<file path="src/rtl/div_iter_unit_pkg.sv">
// Shared encodings for the iterative divider: FSM states, handshake levels, zero word.
package div_iter_unit_pkg;
  typedef enum logic [1:0] {
    DivFree   = 2'b00,
    DivByZero = 2'b01,
    DivOn     = 2'b10,
    DivEnd    = 2'b11
  } div_state_e;

  localparam logic        DivStart          = 1'b1;
  localparam logic        DivStop           = 1'b0;
  localparam logic        DivResultReady    = 1'b1;
  localparam logic        DivResultNotReady = 1'b0;
  localparam logic [31:0] ZeroWord          = 32'h0000_0000;
endpackage

</file>
<file path="src/rtl/div_iter_unit_if.sv">
// EX <-> divider start/ready handshake; EX is the master, the divider the slave.
interface div_iter_unit_if #(parameter int WIDTH = 32);
  logic                 signed_div_i;
  logic [WIDTH-1:0]     opdata1_i;
  logic [WIDTH-1:0]     opdata2_i;
  logic                 start_i;
  logic                 annul_i;
  logic [2*WIDTH-1:0]   result_o;
  logic                 ready_o;

  modport master (output signed_div_i, opdata1_i, opdata2_i, start_i, annul_i,
                  input  result_o, ready_o);
  modport slave  (input  signed_div_i, opdata1_i, opdata2_i, start_i, annul_i,
                  output result_o, ready_o);
endinterface

</file>
<file path="src/rtl/div_iter_unit.sv">
// Radix-2 restoring divider, one quotient bit per clock; result is {remainder, quotient}.
module div_iter_unit
  import div_iter_unit_pkg::*;
#(
  parameter int WIDTH = 32
) (
  input  logic            clk,
  input  logic            resetn,
  div_iter_unit_if.slave  bus
);
  localparam int CW = $clog2(WIDTH + 1);

  div_state_e         r_state, w_state_nxt;
  logic [CW-1:0]      r_cnt, w_cnt_nxt;
  logic [WIDTH-1:0]   r_rem, w_rem_nxt;
  logic [WIDTH-1:0]   r_dvd, w_dvd_nxt;
  logic [WIDTH-1:0]   r_dvs, w_dvs_nxt;
  logic               r_sgn, w_sgn_nxt;
  logic               r_n1, w_n1_nxt;
  logic               r_n2, w_n2_nxt;
  logic [2*WIDTH-1:0] r_result, w_result_nxt;
  logic               r_ready, w_ready_nxt;

  // Magnitudes of the incoming operands; the signed minimum maps onto itself as unsigned.
  logic               w_op1_neg, w_op2_neg;
  logic [WIDTH-1:0]   w_op1_abs, w_op2_abs;
  assign w_op1_neg = bus.signed_div_i & bus.opdata1_i[WIDTH-1];
  assign w_op2_neg = bus.signed_div_i & bus.opdata2_i[WIDTH-1];
  assign w_op1_abs = w_op1_neg ? (~bus.opdata1_i + 1'b1) : bus.opdata1_i;
  assign w_op2_abs = w_op2_neg ? (~bus.opdata2_i + 1'b1) : bus.opdata2_i;

  // One iteration: shifted remainder needs WIDTH+1 bits before the trial subtract.
  logic [WIDTH:0]     w_up;
  logic               w_ge;
  logic [WIDTH-1:0]   w_sub, w_rem_it, w_quo_it, w_rem_fix, w_quo_fix;
  logic               w_last;
  assign w_up      = {r_rem, r_dvd[WIDTH-1]};
  assign w_ge      = (w_up >= {1'b0, r_dvs});
  assign w_sub     = w_up[WIDTH-1:0] - r_dvs;
  assign w_rem_it  = w_ge ? w_sub : w_up[WIDTH-1:0];
  assign w_quo_it  = {r_dvd[WIDTH-2:0], w_ge};
  assign w_quo_fix = (r_sgn & (r_n1 ^ r_n2)) ? (~w_quo_it + 1'b1) : w_quo_it;
  assign w_rem_fix = (r_sgn & r_n1) ? (~w_rem_it + 1'b1) : w_rem_it;
  assign w_last    = (r_cnt == CW'(WIDTH - 1));

  always_comb begin
    w_state_nxt  = r_state;
    w_cnt_nxt    = r_cnt;
    w_rem_nxt    = r_rem;
    w_dvd_nxt    = r_dvd;
    w_dvs_nxt    = r_dvs;
    w_sgn_nxt    = r_sgn;
    w_n1_nxt     = r_n1;
    w_n2_nxt     = r_n2;
    w_result_nxt = r_result;
    w_ready_nxt  = r_ready;
    unique case (r_state)
      DivFree: begin
        w_ready_nxt = DivResultNotReady;
        if (bus.start_i == DivStart && !bus.annul_i) begin
          w_sgn_nxt   = bus.signed_div_i;
          w_n1_nxt    = w_op1_neg;
          w_n2_nxt    = w_op2_neg;
          w_dvd_nxt   = w_op1_abs;
          w_dvs_nxt   = w_op2_abs;
          w_rem_nxt   = '0;
          w_cnt_nxt   = '0;
          w_state_nxt = (bus.opdata2_i == '0) ? DivByZero : DivOn;
        end
      end
      DivByZero: begin
        if (bus.annul_i) begin
          w_state_nxt = DivFree;
          w_ready_nxt = DivResultNotReady;
        end else begin
          w_result_nxt = '0;
          w_state_nxt  = DivEnd;
        end
      end
      DivOn: begin
        if (bus.annul_i) begin
          w_state_nxt = DivFree;
          w_ready_nxt = DivResultNotReady;
        end else begin
          w_rem_nxt = w_rem_it;
          w_dvd_nxt = w_quo_it;
          w_cnt_nxt = r_cnt + 1'b1;
          if (w_last) begin
            w_result_nxt = {w_rem_fix, w_quo_fix};
            w_state_nxt  = DivEnd;
          end
        end
      end
      DivEnd: begin
        // Ready follows END by one edge, so a flushed op never raises it.
        if (bus.start_i == DivStop) begin
          w_ready_nxt = DivResultNotReady;
          w_state_nxt = DivFree;
        end else begin
          w_ready_nxt = DivResultReady;
        end
      end
      default: w_state_nxt = DivFree;
    endcase
  end

  always_ff @(posedge clk or negedge resetn) begin
    if (!resetn) begin
      r_state  <= DivFree;
      r_cnt    <= '0;
      r_rem    <= '0;
      r_dvd    <= '0;
      r_dvs    <= '0;
      r_sgn    <= 1'b0;
      r_n1     <= 1'b0;
      r_n2     <= 1'b0;
      r_result <= '0;
      r_ready  <= DivResultNotReady;
    end else begin
      r_state  <= w_state_nxt;
      r_cnt    <= w_cnt_nxt;
      r_rem    <= w_rem_nxt;
      r_dvd    <= w_dvd_nxt;
      r_dvs    <= w_dvs_nxt;
      r_sgn    <= w_sgn_nxt;
      r_n1     <= w_n1_nxt;
      r_n2     <= w_n2_nxt;
      r_result <= w_result_nxt;
      r_ready  <= w_ready_nxt;
    end
  end

  assign bus.result_o = r_result;
  assign bus.ready_o  = r_ready;
endmodule

</file>
<file path="src/flat_wrapper.sv">
// flat-port wrapper written by rule: the top's interface ports become plain ports
module div_iter_unit_flat import div_iter_unit_pkg::*;
#(
  parameter int WIDTH = 32
)
  (clk, resetn, bus_signed_div_i, bus_opdata1_i, bus_opdata2_i, bus_start_i, bus_annul_i, bus_result_o, bus_ready_o);
  div_iter_unit_if #(.WIDTH(WIDTH)) bus_i ();
  input  logic clk;
  input  logic resetn;
  input wire logic [$bits(bus_i.signed_div_i)-1:0] bus_signed_div_i;
  input wire logic [$bits(bus_i.opdata1_i)-1:0] bus_opdata1_i;
  input wire logic [$bits(bus_i.opdata2_i)-1:0] bus_opdata2_i;
  input wire logic [$bits(bus_i.start_i)-1:0] bus_start_i;
  input wire logic [$bits(bus_i.annul_i)-1:0] bus_annul_i;
  output wire logic [$bits(bus_i.result_o)-1:0] bus_result_o;
  output wire logic [$bits(bus_i.ready_o)-1:0] bus_ready_o;
  assign bus_i.signed_div_i = bus_signed_div_i;
  assign bus_i.opdata1_i = bus_opdata1_i;
  assign bus_i.opdata2_i = bus_opdata2_i;
  assign bus_i.start_i = bus_start_i;
  assign bus_i.annul_i = bus_annul_i;
  assign bus_result_o = bus_i.result_o;
  assign bus_ready_o = bus_i.ready_o;
  div_iter_unit #(.WIDTH(WIDTH)) u_core (.clk(clk), .resetn(resetn), .bus(bus_i));
endmodule
</file>
<file path="config.mk">
export PLATFORM = sky130hd
export DESIGN_NAME = div_iter_unit_flat
export DESIGN_NICKNAME = d
export VERILOG_FILES = /design/src/rtl/div_iter_unit_pkg.sv /design/src/rtl/div_iter_unit_if.sv /design/src/rtl/div_iter_unit.sv /design/src/flat_wrapper.sv
export SDC_FILE = /design/constraint.sdc
export NUM_CORES = 1
export LEC_CHECK = 0
export ABC_CLOCK_PERIOD_IN_PS = 7500
export BUFFER_PORTS_ARGS = -buffer_cell sky130_fd_sc_hd__buf_2
export CAP_MARGIN = 5
export CORE_MARGIN = 4
export CORE_UTILIZATION = 38
export DETAILED_ROUTE_END_ITERATION = 8
export GPL_ROUTABILITY_DRIVEN = 1
export PLACE_DENSITY_LB_ADDON = 0.08
export SLEW_MARGIN = 20
export SYNTH_ARGS = -nofsm -noshare
export SYNTH_HDL_FRONTEND = slang
export SYNTH_SLANG_ARGS = --single-unit
</file>
<file path="constraint.sdc">
create_clock -name clk -period 7.5 [get_ports clk]
set_clock_uncertainty 0.15 [all_clocks]
set_input_delay 0.75 -clock clk [delete_from_list [all_inputs] [get_ports clk]]
set_output_delay 0.75 -clock clk [all_outputs]
set_load 0.005 [all_outputs]
</file>
== Word-level counts from Yosys, hierarchy flattened ==
Cells that the tools add are included.

* $add $sub $neg: 6
* Multiply operators: 0
* Divide/modulo/power cells: 0
* Order comparisons: 1
* Eq/ne operators: 11
* Shift operators: 0
* Multiplexer cells: 28
* Bitwise operators: 9
* Reduce and logical (&&, ||, !) cells: 11

{| class="wikitable"
|+ Operator list
! operator !! number
|-
| 32-bit 2-to-1 mux || 9
|-
| 64-bit 2-to-1 mux || 3
|-
| 32-bit by 1-bit adder with 32-bit output, second input constant || 4
|-
| 32-bit inverter || 4
|-
| 32-bit case mux with 2 select lines || 2
|-
| 64-bit case mux with 2 select lines || 1
|-
| 33-bit by 32-bit >= comparator with 1-bit output || 1
|-
| 32-bit logical NOT || 1
|-
| 32-bit subtractor || 1
|-
| 2-bit 2-to-1 mux || 6
|-
| 6-bit 2-to-1 mux || 2
|-
| 6-bit case mux with 2 select lines || 1
|-
| 2-bit case mux with 4 select lines || 1
|-
| 6-bit by 1-bit adder with 6-bit output, second input constant || 1
|-
| 6-bit by 5-bit == test with 1-bit output, second input constant || 1
|-
| 2-bit by 1-bit inequality test with 1-bit output, second input constant || 3
|-
| 2-bit inequality test, second input constant || 3
|-
| 3-bit AND reduction || 2
|-
| 1-bit bitwise AND || 4
|-
| 2-bit == test, second input constant || 2
|-
| 4-bit AND reduction || 1
|-
| 2-bit nonzero test || 2
|-
| 3-bit by 2-bit inequality test with 1-bit output, second input constant || 1
|-
| 1-bit case mux with 3 select lines || 1
|-
| 8 further kinds || 9
|}

* Register bits: 172
* Bits in latches: 0
* Memory bits (writable): 0
* Memory bits (read-only): 0
* Input bits: 69
* Output and inout bits: 65
* Logic and storage cells: 76
* Memories kept: 0

== Longest topological paths before layout ==
Gate-level depths: netlist of the first run.

* Depth after elaboration: 8
* Mapped depth: 24
* Depth with buffers taken out: 18

== Worst setup path before layout of the first run ==
No wires, ideal clock.

* Path type: flip-flop to flip-flop
* Start point: register u_core.r_rem[16]
* End point: register u_core.r_result[62], in the netlist u_core.bus.result_o[62]
* Library setup time: 0.095 ns
* Data arrival time: 5.121 ns
* Slack: 2.133 ns
* Stages on the path, launching flop included: 24
* Path buffers: 6
* Cells stage by stage: dfrtp_1 ha_1 buf_2 nand4_1 or4_4 o31a_1 o31ai_1 or3_4 buf_6 buf_6 buf_2 buf_2 buf_1 nand2_1 o21ai_0 ha_1 nand2_1 a2111oi_1 o2111ai_1 a222oi_1 and4_1 o211ai_1 nor3b_1 o31ai_1

* Cells in the longest elaborated chain, start to end: 8

{| class="wikitable"
|+ Ends and longest elaborated chain
! element !! RTL line !! RTL
|-
| start: declaration || div_iter_unit.sv:15 || <nowiki>logic [WIDTH-1:0] r_rem, w_rem_nxt;</nowiki>
|-
| start signal: assignment || div_iter_unit.sv:122 || <nowiki>r_rem <= w_rem_nxt;</nowiki>
|-
| 32-bit subtractor / 33-bit by 32-bit >= comparator with 1-bit output (equally long branches) || div_iter_unit.sv:39, div_iter_unit.sv:38 ||
|-
| 32-bit 2-to-1 mux * || div_iter_unit.sv:40 || <nowiki>assign w_rem_it = w_ge ? w_sub : w_up[WIDTH-1:0];</nowiki>
|-
| 32-bit inverter || div_iter_unit.sv:43 || <nowiki>assign w_rem_fix = (r_sgn & r_n1) ? (~w_rem_it + 1'b1) : w_rem_it;</nowiki>
|-
| 32-bit by 1-bit adder with 32-bit output || div_iter_unit.sv:43 ||
|-
| 32-bit 2-to-1 mux * || div_iter_unit.sv:43 ||
|-
| 64-bit 2-to-1 mux * || div_iter_unit.sv:88 || <nowiki>if (w_last) begin</nowiki>
|-
| 64-bit 2-to-1 mux * || div_iter_unit.sv:81 || <nowiki>if (bus.annul_i) begin</nowiki>
|-
| 64-bit case mux with 2 select lines * || div_iter_unit.sv:57 || <nowiki>unique case (r_state)</nowiki>
|-
| end signal: assignment || div_iter_unit.sv:128 || <nowiki>r_result <= w_result_nxt;</nowiki>
|-
| end: declaration || div_iter_unit.sv:21 || <nowiki>logic [2*WIDTH-1:0] r_result, w_result_nxt;</nowiki>
|}

Every way passes the cells marked *; elsewhere a longest branch is shown, timed or not. The select of a mux whose other input is x is not followed.
A chain may end at the register's enable or synchronous reset.

== Worst setup path after layout of the first run ==
* Start point: register u_core.r_rem[14]
* End point: register u_core.r_result[62], in the netlist u_core.bus.result_o[62]

The elaborated chain is that of the path after synthesis.

==> summary.md, run 1 <==
| Metric | Value |
|---|---|
| WHS | `0.199 ns` |
| Ys async rst share | `1.00` |
| Register area | `4300 µm²` |
| Postcts setup bufs | `0` |
| Largest net degree at the start of global routing | `76` |
| Post-route DRC | `0` |
| Final nets | `1658` |
| Port buffer count | `~130` |
| Grt ovf | `0` |
| Leakage | `6.07 nW` |
| Syn avg cell area | `8.23 µm²` |
| Worst EP arrival | `6.15 ns` |
| Max-slew violation count | `0` |
| #FFs+latches synth | `172` |
| Simple-gate area share of the yosys netlist | `0.194` |
| Relative slew slack | `0.299` |
| Peak Freq | `between 150 and 200 MHz` |
| Die X | `186 µm` |
| Initial antenna violation count | `0` |
| CP max stage delay | `approximately 0.84 ns` |
| Row count | `64` |
| Dominant cells by area after synthesis | `dfrtp_1 (36%), o21ai_0 (8.5%), nand2_1 (5.7%), xor2_1 (5.5%), xnor2_1 (4.5%)` |
| Boundary pin count | `134` |
| Max clock buf depth | `2` |
| Post-synthesis sequential area ratio | `0.358` |
| Root Buffer | `clkbuf_16` |
| Netlist Area Pre-Place | `roughly 12000 µm²` |
| Yosys warnings | `0` |
| CTS resizes | `0` |
| Post-synth top area share | `0.358` |
| Finished Core Util | `0.439` |
| Adder-Cell Fraction of Synth Area | `0.0443` |
| Syn Nets | `1572` |
| TritonCTS clock tree | `yes` |
| Ratio of cells with drive above 1 in the final layout | `0.133` |
| Die area | `34500 µm²` |
| Vias after detailed routing | `11000` |
| PD cells | `approximately 460 nW/µm²` |
| Die Y | `186 µm` |
| Crit. End Element | `flip-flop` |
| ANT cells | `0` |
| RSZ-0062 raised after global routing | `no` |
| Fraction of synthesized area in multiplexers | `0.0194` |
| WS Path Type | `reg2reg` |
| Final wirelength | `roughly 37 mm` |
| Main flop type after synthesis | `dfrtp_1` |
| CP Data Required Time | `about 7.7 ns` |
| Clock sink count | `172` |
| First-pass GRT wire length | `58.5 mm` |
| Worst Path Max Fanout | `36` |
| Most used cell, CP | `ha_1` |
| Drt wl/cell | `18.8 µm` |
| Most frequent cells in the layout | `o21ai_0 (204), nand2_1 (179), dfrtp_1 (172)` |
| Cells along the critical path | `ha_1, and3_1, nand4_1, a2111oi_0, o21ba_1, or3_4, inv_2, mux2i_1, ha_1, nand2_1, a2111oi_1, o2111ai_1, a222oi_1, and4_1, o211ai_1, nor3b_1, o31ai_1` |
| Yosys cell types | `83` |
| Largest area contributor in the netlist | `dfrtp_1` |
| Vias in the first global route | `10300` |
| Cells after synthesis | `around 1500` |
| Setup TNS | `0 ns` |
| Clk_lat worst skew | `0.44 ns` |
| Final Setup Violations | `0` |
| Largest family of logic cells by synthesized area | `compound AO/OA/AOI/OAI gates` |
| VDD IR max | `0.195 mV` |
| Pwr Total | `6.29 mW` |
| Clk pin slew, worst setup/hold paths | `~0.070 ns` |
| Max-Cap Viols | `0` |
| Run status | `complete, no violations` |
| Final ANT Viol Nets | `0` |
| Hpwl dp | `27.5 mm` |
| Global Route Usage Sum | `0.214` |
| Min Tclk post-route | `5.94 ns` |
| Drt pass-1 iters | `5` |
| Cts bufs inserted | `17` |
| Starting Density | `0.389` |
| Crit share post-route | `0.793` |
| Hold_buf cts | `0` |
| Worst hold path type | `in2async` |
| # fillers | `between 3000 and 4000` |
| Post-synth EDFFs | `0` |
| Hold Fails Final Rpt | `0` |
| Area Growth Syn to Fin | `12.9%` |
| Slew @ Worst Pin | `1.03 ns` |
| GPL Wtd Cong | `roughly 1` |
| Commonest non-fill, non-tap cell in the layout | `o21ai_0` |
| Average vias per placed instance | `5.63` |
| Synth Area in Compound Gates | `0.238` |
| Crit-path slowest cell | `a2111oi_0` |
| Starting DRC count in detailed routing | `965` |
| Core ar. | `30900 µm²` |
| Synth Area in XOR/XNOR | `0.101` |
| Crit start category | `flip-flop` |
| H-tree depth | `4` |
| Area occupied by multi-input gates | `7180 µm²` |
## synthesized netlist by cell type (7+ instances only)
master,instances
nand3_1,51
o21a_1,9
or3_1,23
and3_1,9
xnor2_1,62
nand2_1,181
o211ai_1,11
xor2_1,76
and2_1,13
a211oi_1,9
nor3_1,34
or2_2,8
nor2b_1,7
a31oi_1,12
nor2_1,83
a21oi_1,91
clkbuf_1,62
o31ai_1,19
inv_1,55
ha_1,41
buf_2,14
nor4_1,11
o21ai_0,205
a22oi_1,31
dfrtp_1,172
nand2b_1,11
nand4_1,14
o21ai_1,7
mux2i_1,21
## cell families after synthesis
kind of cell / Yosys count
mux: 23
xor+xnor: 138
compound gates: 466
simple gates: 482
buf+inv: 138
flops: 172
fa+ha+maj: 42
## path summary, 6_finish.rpt
| kind | to | slack [ns] | cells after the start | startpoint |
|---|---|---|---|---|
| max in group asynchronous | u_core.bus.result_o[40]$_DFFE_PN0P_ | 5.78 | 2 | resetn |
| min in group clk | u_core.bus.result_o[38]$_DFFE_PN0P_ | 0.32 | 2 | u_core.bus.result_o[38]$_DFFE_PN0P_ |
| min | u_core.bus.result_o[35]$_DFFE_PN0P_ | 0.20 | 1 | resetn |
| min reg2reg | u_core.bus.result_o[38]$_DFFE_PN0P_ | 0.32 | 2 | u_core.bus.result_o[38]$_DFFE_PN0P_ |
| max reg2reg | u_core.bus.result_o[62]$_DFFE_PN0P_ | 1.56 | 17 | u_core.r_rem[14]$_DFFE_PN0P_ |
| max | u_core.bus.result_o[62]$_DFFE_PN0P_ | 1.56 | 17 | u_core.r_rem[14]$_DFFE_PN0P_ |
## metrics by stage
stage / std cells / instance area (µm²) / setup slack (ns)
after floorplan: 1461 / 12000 / 2.13
after global placement: 1924 / 13000 / 2.00
after detailed placement: 1924 / 13000 / 1.74
after CTS: 1956 / 13600 / 1.70
after global routing: 1956 / 13600 / 1.24
final: 1956 / 13600 / 1.56
## registers in the layout, summed over array words and instances (netlist names)
name and flops:
u_core.r_dvs 32, u_core.bus.ready_o 1, u_core.r_sgn 1, u_core.r_state 2, u_core.r_cnt 6, u_core.r_rem 32, u_core.bus.result_o 64, u_core.r_n2 1
u_core.r_dvd 32, u_core.r_n1 1
## routing by layer
layer  track usage  routed length [µm]  up-vias
met4        0.0376                 303        0
li1              -                   -     5437
met5             0                   0        -
met3        0.0278                2310       22
met2         0.304               15300      332
met1         0.346               18800     5219
## cell type report
type / count / share of cell area
Clock inverter: 12 / 0.00931
Tap cell: 396 / 0.0365
Multi-Input combinational cell: 1151 / 0.529
Clock buffer: 20 / 0.0337
Sequential cell: 172 / 0.317
Timing Repair Buffer: 149 / 0.0584
Inverter: 56 / 0.0155
## power breakdown
| part | leakage (nW) | switching (mW) | internal (mW) | total, mW |
|---|---|---|---|---|
| Clock | 0.286 | 0.423 | 0.486 | 0.909 |
| Combinational | 3.50 | 2.56 | 1.40 | 3.96 |
| Sequential | 2.28 | 0.263 | 1.16 | 1.42 |
## worst max-delay path, delay by kind of cell (launching register included)
family          cells  cell delay, ns
compound gates      7            2.57
fa+ha+maj           2            0.80
buf+inv             1            0.08
flops               1            0.48
mux                 1            0.32
simple gates        6            1.44
(Power assumes the default switching activity.)
==> run 2: changes to the inputs <==
--- a/config.mk
+++ b/config.mk
@@ -5,7 +5,8 @@
 export SDC_FILE = /design/constraint.sdc
 export NUM_CORES = 1
 export LEC_CHECK = 0
-export ABC_CLOCK_PERIOD_IN_PS = 7500
+export ABC_AREA = 1
+export ABC_CLOCK_PERIOD_IN_PS = 5380
 export BUFFER_PORTS_ARGS = -buffer_cell sky130_fd_sc_hd__buf_2
 export CAP_MARGIN = 5
 export CORE_MARGIN = 4
==> constraint.sdc (replaced) <==
create_clock -name clk -period 5.38 [get_ports clk]
set_clock_uncertainty 0.15 [all_clocks]
set_input_delay 0.538 -clock clk [delete_from_list [all_inputs] [get_ports clk]]
set_output_delay 0.538 -clock clk [all_outputs]
set_load 0.005 [all_outputs]
==> run 2 against run 1 <==
Core utilization up 0.093 points. Power up 50%. Synthesized cell count grew 30%. Worst setup slack lost 0.47 ns. Clock power grew 39%. Wire length rose by 23%. Critical endpoint is now u_core.bus.result_o[58]$_DFFE_PN0P_. Combinational power up 57%. Die area increased by 5.3%. Cell count rose by 26%. Area after synthesis rose by 5.5%. Sequential share of layout area decreased by 1.8 points. The flow now finishes with violations (hold timing).
==> summary.md, run 2 <==
| Metric | Value |
|---|---|
| Crit. End Element | `flip-flop` |
| GPL Wtd Cong | `0.965 (-1.9%)` |
| #FFs+latches synth | `172 (unchanged)` |
| Final nets | `2129 (+28%)` |
| Placed Area | `13800 µm² (+6.4%)` |
| Violated checks | `hold timing` |
| # fillers | `3523 (+11%)` |
| R2R Setup Slk | `1.08 ns (-0.47 ns)` |
| Boundary pin count | `134 (unchanged)` |
| Dominant cells by area after synthesis | `dfrtp_1 (34%), nand2_1 (18%), inv_1 (8.0%), o21ai_0 (5.2%), nor2_1 (4.6%)` |
| CTS resizes | `0 (unchanged)` |
| Die X | `191 µm (+2.6%)` |
| Yosys warnings | `0 (unchanged)` |
| H-tree depth | `4 (unchanged)` |
| CP Data Required Time | `5.61 ns (-2.09 ns)` |
| Drt wl/cell | `18.2 µm (-2.8%)` |
| Post-synth top area share | `0.339 (-0.0188)` |
| Final wirelength | `45.1 mm (+23%)` |
| Grt ovf | `0 (unchanged)` |
| Clock sink count | `172 (unchanged)` |
| Final ANT Viol Nets | `0 (unchanged)` |
| Most frequent cells after synthesis | `nand2_1 (602), inv_1 (271), dfrtp_1 (172)` |
| Max reg flops | `64 (unchanged)` |
| Syn Nets | `2013 (+28%)` |
| Max-slew violation count | `0 (unchanged)` |
| Leakage | `7.71 nW (+27%)` |
| Post-synthesis sequential area ratio | `0.339 (-0.0188)` |
| Min Tclk post-route | `4.30 ns (-1.65 ns)` |
| Yosys cell types | `52 (-37%)` |
| Syn avg cell area | `6.67 µm² (-19%)` |
| Clk_lat worst skew | `0.45 ns (about the same)` |
| Ratio of cells with drive above 1 in the final layout | `0.119 (-0.0147)` |
| Peak Freq | `233 MHz (+38%)` |
| Area Growth Syn to Fin | `13.4%` |
| Starting DRC count in detailed routing | `913 (-5.4%)` |
| RR Startpoint | `u_core.r_dvs[31]$_DFFE_PN0P_` |
| First-pass GRT wire length | `70.3 mm (+20%)` |
| Global Route Usage Sum | `0.249 (+0.0349)` |
| Most frequent cells in the layout | `nand2_1 (602), inv_1 (270), dfrtp_1 (172)` |
| PD cells | `654 nW/µm² (+41%)` |
| Netlist Area Pre-Place | `12700 µm² (+5.5%)` |
| Die area | `36400 µm² (+5.3%)` |
| Hold Fails Final Rpt | `3 (+3)` |
| Finished Layout Cells | `2473 (+26%)` |
| Port buffer count | `133 (unchanged)` |
| Vias in the first global route | `12400 (+21%)` |
| Vias after detailed routing | `12800 (+16%)` |
| Clk pin slew, worst setup/hold paths | `0.07 ns (about the same)` |
| Worst hold path type | `in2async` |
| RSZ-0062 raised after global routing | `no` |
| Ys async rst share | `1.00 (unchanged)` |
| Main flop type after synthesis | `dfrtp_1` |
| Setup TNS | `0 ns (unchanged)` |
| Row count | `66 (+3.1%)` |
| Drt pass-1 iters | `7 (+2)` |
| Post-synth EDFFs | `0 (unchanged)` |
| Slew @ Worst Pin | `1.03 ns (-0.000113 ns)` |
| Hold_buf cts | `0 (unchanged)` |
| Starting Density | `0.388 (-0.000952)` |
| Final Setup Violations | `0 (unchanged)` |
| Die Y | `191 µm (+2.6%)` |
| Run status | `complete, but fails checks` |
| Core ar. | `32700 µm² (+5.8%)` |
| Final Cell Area | `14400 µm² (+6.0%)` |
| VDD IR max | `0.300 mV (+54%)` |
| Cell with the most instances after synthesis | `nand2_1` |
| Root Buffer | `clkbuf_16` |
| Max-Cap Viols | `0 (unchanged)` |
| Largest net degree at the start of global routing | `88 (+16%)` |
| TritonCTS clock tree | `yes` |
| Initial antenna violation count | `1 (+1)` |
| WS Path Type | `reg2reg` |
| Largest area contributor in the netlist | `dfrtp_1` |
| Cells after synthesis | `1902 (+30%)` |
| Relative slew slack | `0.312 (+0.0135)` |
| Worst Path Max Fanout | `38 (+5.6%)` |
| Crit share post-route | `0.799 (+0.00652)` |
| Worst EP arrival | `4.53 ns (-1.62 ns)` |
| Commonest non-fill, non-tap cell in the layout | `nand2_1` |
| Hpwl dp | `35.0 mm (+27%)` |
| Reg2reg end | `u_core.bus.result_o[58]$_DFFE_PN0P_` |
| R2R depth | `22 (+5)` |
| Crit start category | `flip-flop` |
| Cts bufs inserted | `17 (unchanged)` |
| Placed Cells | `2441 (+27%)` |
| Average vias per placed instance | `5.16 (-8.2%)` |
| Postcts setup bufs | `0 (unchanged)` |
| WHS | `-0.00621 ns (-0.205 ns)` |
| ANT cells | `0 (unchanged)` |
| Post-route DRC | `0 (unchanged)` |
| Max clock buf depth | `2 (unchanged)` |
run 2: cell types whose count changed after synthesis, sizes merged, moves of 33 or more:
cell | previous run | this run
nand2 | 181 | 618
o21ai | 212 | 153
inv | 56 | 279
nor2 | 83 | 165
nand3 | 51 | 117
xnor2 | 62 | 24
xor2 | 76 | 43
run 2: power breakdown:
group / leakage, nW / total, mW / switching (mW) / internal (mW)
Clock: 0.264 / 1.26 / 0.571 / 0.688
Combinational: 5.18 / 6.20 / 4.38 / 1.82
Sequential: 2.26 / 1.95 / 0.302 / 1.65
run 2: critical path: stages, from the launching register on:
cell	delay [ns]
dfrtp_1	0.32
inv_1	0.14
ha_1	0.35
inv_1	0.08
nor2_1	0.35
nand4_1	0.28
nor2_1	0.18
nand2_1	0.13
nand2_2	0.10
nor2_4	0.05
nand2_4	0.08
buf_4	0.41
nand2_1	0.13
o21ai_2	0.12
ha_1	0.21
nand3_1	0.12
o21ai_1	0.21
nand2_1	0.15
nor2_1	0.27
nand4_1	0.13
nand2_1	0.09
nand3_1	0.08
nand2_1	0.08
run 2: layout make-up:
type | instances | area, µm² | area share
Clock buffer | 20 | 437 | 0.0304
Multi-Input combinational cell | 1397 | 7100 | 0.494
Clock inverter | 12 | 138 | 0.00957
Inverter | 280 | 1050 | 0.0731
Tap cell | 442 | 553 | 0.0384
Timing Repair Buffer | 150 | 800 | 0.0556
Sequential cell | 172 | 4300 | 0.299
run 2: how the worst max path moves through the flow:
stage                                 startpoint                                  end  slack [ns]  cells past startpoint
finish              u_core.r_dvs[31]$_DFFE_PN0P_  u_core.bus.result_o[58]$_DFFE_PN0P_        1.08                     22
floorplan           u_core.r_dvs[28]$_DFFE_PN0P_  u_core.bus.result_o[24]$_DFFE_PN0P_        1.95                     22
CTS                 u_core.r_dvs[29]$_DFFE_PN0P_  u_core.bus.result_o[30]$_DFFE_PN0P_        1.19                     23
global placement    u_core.r_rem[22]$_DFFE_PN0P_  u_core.bus.result_o[62]$_DFFE_PN0P_        1.23                     22
detailed placement  u_core.r_dvs[29]$_DFFE_PN0P_  u_core.bus.result_o[28]$_DFFE_PN0P_        1.22                     22
global route         u_core.r_dvs[3]$_DFFE_PN0P_  u_core.bus.result_o[30]$_DFFE_PN0P_        0.70                     25
run 2: logic make-up after synthesis:
group | Yosys count | synth area share
compound gates | 301 | 0.141
fa+ha+maj | 42 | 0.0420
buf+inv | 333 | 0.102
flops | 172 | 0.339
xor+xnor | 67 | 0.0463
simple gates | 987 | 0.330
run 2: layer usage:
layer | track usage | part of all wire
met5 | 0 | 0
met4 | 0.0655 | 0.021
met3 | 0.0441 | 0.053
met2 | 0.408 | 0.47
met1 | 0.340 | 0.46
run 2: metrics by stage:
step                setup WS [ns]  hold slack [ns]  total power, mW   util
global route                0.703           0.0724             10.3  0.440
finish                       1.08         -0.00621             9.41  0.440
CTS                          1.19           0.0478             9.40  0.440
detailed placement           1.22            0.315             8.11  0.422
global placement             1.23            0.309             8.09  0.422
floorplan                    1.95           0.0924             6.31      -
==> run 3: changes to the inputs <==
--- a/config.mk
+++ b/config.mk
@@ -6,7 +6,7 @@
 export NUM_CORES = 1
 export LEC_CHECK = 0
 export ABC_AREA = 1
-export ABC_CLOCK_PERIOD_IN_PS = 5380
+export ABC_CLOCK_PERIOD_IN_PS = 3650
 export BUFFER_PORTS_ARGS = -buffer_cell sky130_fd_sc_hd__buf_2
 export CAP_MARGIN = 5
 export CORE_MARGIN = 4
==> constraint.sdc (replaced) <==
create_clock -name clk -period 3.65 [get_ports clk]
set_clock_uncertainty 0.15 [all_clocks]
set_input_delay 0.365 -clock clk [delete_from_list [all_inputs] [get_ports clk]]
set_output_delay 0.365 -clock clk [all_outputs]
set_load 0.005 [all_outputs]
==> run 3 against run 2 <==
The flow now finishes without violations. Worst setup slack lost 0.90 ns. Clock-buffer cell count decreased by 1. Global-route usage rose by 0.56 points. Sequential share of layout area decreased by 2.4 points. Die area is the same. Wire length rose by 2.9%. Critical endpoint is now u_core.bus.result_o[22]$_DFFE_PN0P_.
==> summary.md, run 3 (same netlist as run 2, synthesis figures left out) <==
| Metric | Value |
|---|---|
| Hold Fails Final Rpt | `0 (-3)` |
| GPL Wtd Cong | `0.985 (+2.1%)` |
| Crit share post-route | `0.950 (+0.151)` |
| Clk_lat worst skew | `0.44 ns (about the same)` |
| Top Usage Layer GRT | `met2` |
| Average vias per placed instance | `5.13 (-0.58%)` |
| Ratio of cells with drive above 1 in the final layout | `0.201 (+0.0825)` |
| Final wirelength | `46.4 mm (+2.9%)` |
| Final Setup Violations | `0 (unchanged)` |
| VDD IR max | `0.464 mV (+54%)` |
| Worst hold path type | `in2reg` |
| Largest net degree at the start of global routing | `70 (-20%)` |
| Worst Path Max Fanout | `3 (-92%)` |
| Max-slew violation count | `0 (unchanged)` |
| Die Y | `191 µm (unchanged)` |
| Boundary pin count | `134 (unchanged)` |
| Max-Cap Viols | `0 (unchanged)` |
| Post-route DRC | `0 (unchanged)` |
| Met3 Track Usage GR | `0.0432 (-0.000915)` |
| Commonest non-fill, non-tap cell in the layout | `nand2_1` |
| Final nets | `2221 (+4.3%)` |
| Area Growth Syn to Fin | `23.6%` |
| Drt wl/cell | `18.1 µm (-0.78%)` |
| Final ANT Viol Nets | `0 (unchanged)` |
| Row count | `66 (unchanged)` |
| CP max stage delay | `0.40 ns (about the same)` |
| Most used cell, CP | `nand2_2` |
| Die X | `191 µm (unchanged)` |
| Grt ovf | `0 (unchanged)` |
| Max reg flops | `64 (unchanged)` |
| Cells along the critical path | `inv_2, ha_4, nand2_1, nand2_2, nand2_2, nand2_2, a21oi_2, nand2_2, nor2_4, nand2_4, inv_4, ha_4, nand3_4, nor2_4, nand4_1, nor3_2, nand4_1, inv_1, a21oi_2, inv_2, buf_4, nand2_1, a32o_1` |
| Cts bufs inserted | `17 (unchanged)` |
| Drt pass-1 iters | `7 (unchanged)` |
| Die area | `36400 µm² (unchanged)` |
| Starting DRC count in detailed routing | `1001 (+9.6%)` |
| Hpwl dp | `36.3 mm (+3.7%)` |
| Crit. End Element | `flip-flop` |
| Worst EP arrival | `3.64 ns (-0.89 ns)` |
| CP top delay family | `simple AND/OR/NAND/NOR gates` |
| Starting Density | `0.388 (unchanged)` |
| Slew @ Worst Pin | `1.00 ns (-0.0234 ns)` |
| Global Route Usage Sum | `0.254 (+0.00565)` |
| Peak Freq | `288 MHz (+24%)` |
| Crit-path slowest cell | `dfrtp_1` |
| Hold Path Cell Cnt | `3` |
| Min Tclk post-route | `3.47 ns (-0.832 ns)` |
| Clock sink count | `172 (unchanged)` |
| Vias after detailed routing | `13200 (+3.1%)` |
| WHS | `0.0527 ns (+0.0589 ns)` |
| Root Buffer | `clkbuf_16` |
| Crit start category | `flip-flop` |
| Max clock buf depth | `2 (unchanged)` |
| Levels on crit path | `23 (+4.5%)` |
| H-tree depth | `4 (unchanged)` |
| Relative slew slack | `0.331 (+0.0191)` |
| M1 GR Usage | `0.348 (+0.00786)` |
| Core ar. | `32700 µm² (unchanged)` |
| WP buf/inv | `5 (+2)` |
| CP Data Required Time | `3.83 ns (-1.78 ns)` |
| Initial antenna violation count | `0 (-1)` |
| Port buffer count | `133 (unchanged)` |
| ANT cells | `0 (unchanged)` |
| Met2 usage | `0.412 (+0.00479)` |
| Vias in the first global route | `12800 (+2.7%)` |
| R2R depth | `23 (+4.5%)` |
| Leakage | `8.17 nW (+6.0%)` |
| TritonCTS clock tree | `yes` |
| WS Path Type | `reg2reg` |
| Finished Core Util | `0.479 (+0.0394)` |
| Clk pin slew, worst setup/hold paths | `0.07 ns (about the same)` |
| PD cells | `1010 nW/µm² (+54%)` |
| First-pass GRT wire length | `71.7 mm (+2.0%)` |
| Run status | `complete, no violations` |
| Most frequent cells in the layout | `nand2_1 (580), inv_1 (252), dfrtp_1 (170)` |
## run 3: cell types whose count changed in the layout (fill, tap and decap cells not counted), sizes merged
| cell | delta |
|---|---|
| buf | +91 |
| dlygate4sd3 | +1 |
| inv | +1 |
| clkbuf | -1 |
## run 3: repair_timing
item / in CTS / in global routing
hold endpoints to repair: 67 / 0
gates resized for setup: 10 / 111
setup buffers: 0 / 8
setup endpoints to repair: 15 / 33
hold buffers: 1 / 0
pin swaps: 1 / 16
## run 3: power by group
part           internal, mW  switching (mW)  total [mW]  leakage, nW
registers              2.43           0.478        2.91         2.26
logic                  3.94            7.07        11.0         5.64
clock network          1.01           0.844        1.86        0.266
## run 3: layer usage
layer | vias up | wire, µm
met1 | 6181 | 21100
met5 | - | 0
li1 | 6538 | -
met4 | 0 | 1440
met3 | 61 | 2530
met2 | 390 | 21300
## run 3: cell type report
type | instances | area (µm²)
tap | 442 | 553
clock buffer | 19 | 433
fill | 3413 | 17000
clock inverter | 13 | 143
inverter | 280 | 1050
timing repair buffer | 242 | 1550
multi-input combinational | 1397 | 7640
sequential | 172 | 4310
## run 3: stage by stage
| stage | cells | TNS (ns) | power [mW] | worst slack (ns) | cell area [µm²] |
|---|---|---|---|---|---|
| floorplan | 1902 | 0 | 9.30 | 0.215 | 12700 |
| finish | 2565 | 0 | 15.8 | 0.182 | 15700 |
| CTS | 2558 | 0 | 14.9 | 0.00923 | 15100 |
| detailed placement | 2525 | -1.01 | 13.0 | -0.130 | 14500 |
| global placement | 2525 | -1.93 | 13.0 | -0.177 | 14500 |
| global route | 2565 | -0.145 | 17.2 | -0.0410 | 15700 |
## run 3: final timing paths
path | startpoint | endpoint | slack (ns)
worst max-delay path | u_core.r_dvs[26]$_DFFE_PN0P_ | u_core.bus.result_o[22]$_DFFE_PN0P_ | 0.18
worst min-delay path | bus_opdata1_i[31] | u_core.r_dvd[31]$_DFFE_PN0P_ | 0.05
worst max register to register | u_core.r_dvs[26]$_DFFE_PN0P_ | u_core.bus.result_o[22]$_DFFE_PN0P_ | 0.18
worst min register to register | u_core.bus.result_o[59]$_DFFE_PN0P_ | u_core.bus.result_o[59]$_DFFE_PN0P_ | 0.32
max in group asynchronous | resetn | u_core.bus.result_o[27]$_DFFE_PN0P_ | 2.03
min in group asynchronous | resetn | u_core.r_dvs[22]$_DFFE_PN0P_ | 0.35
## run 3: worst min-delay path, stage by stage
cell     delay, ns
buf_2         0.10
nand2_1       0.08
a21oi_1       0.06
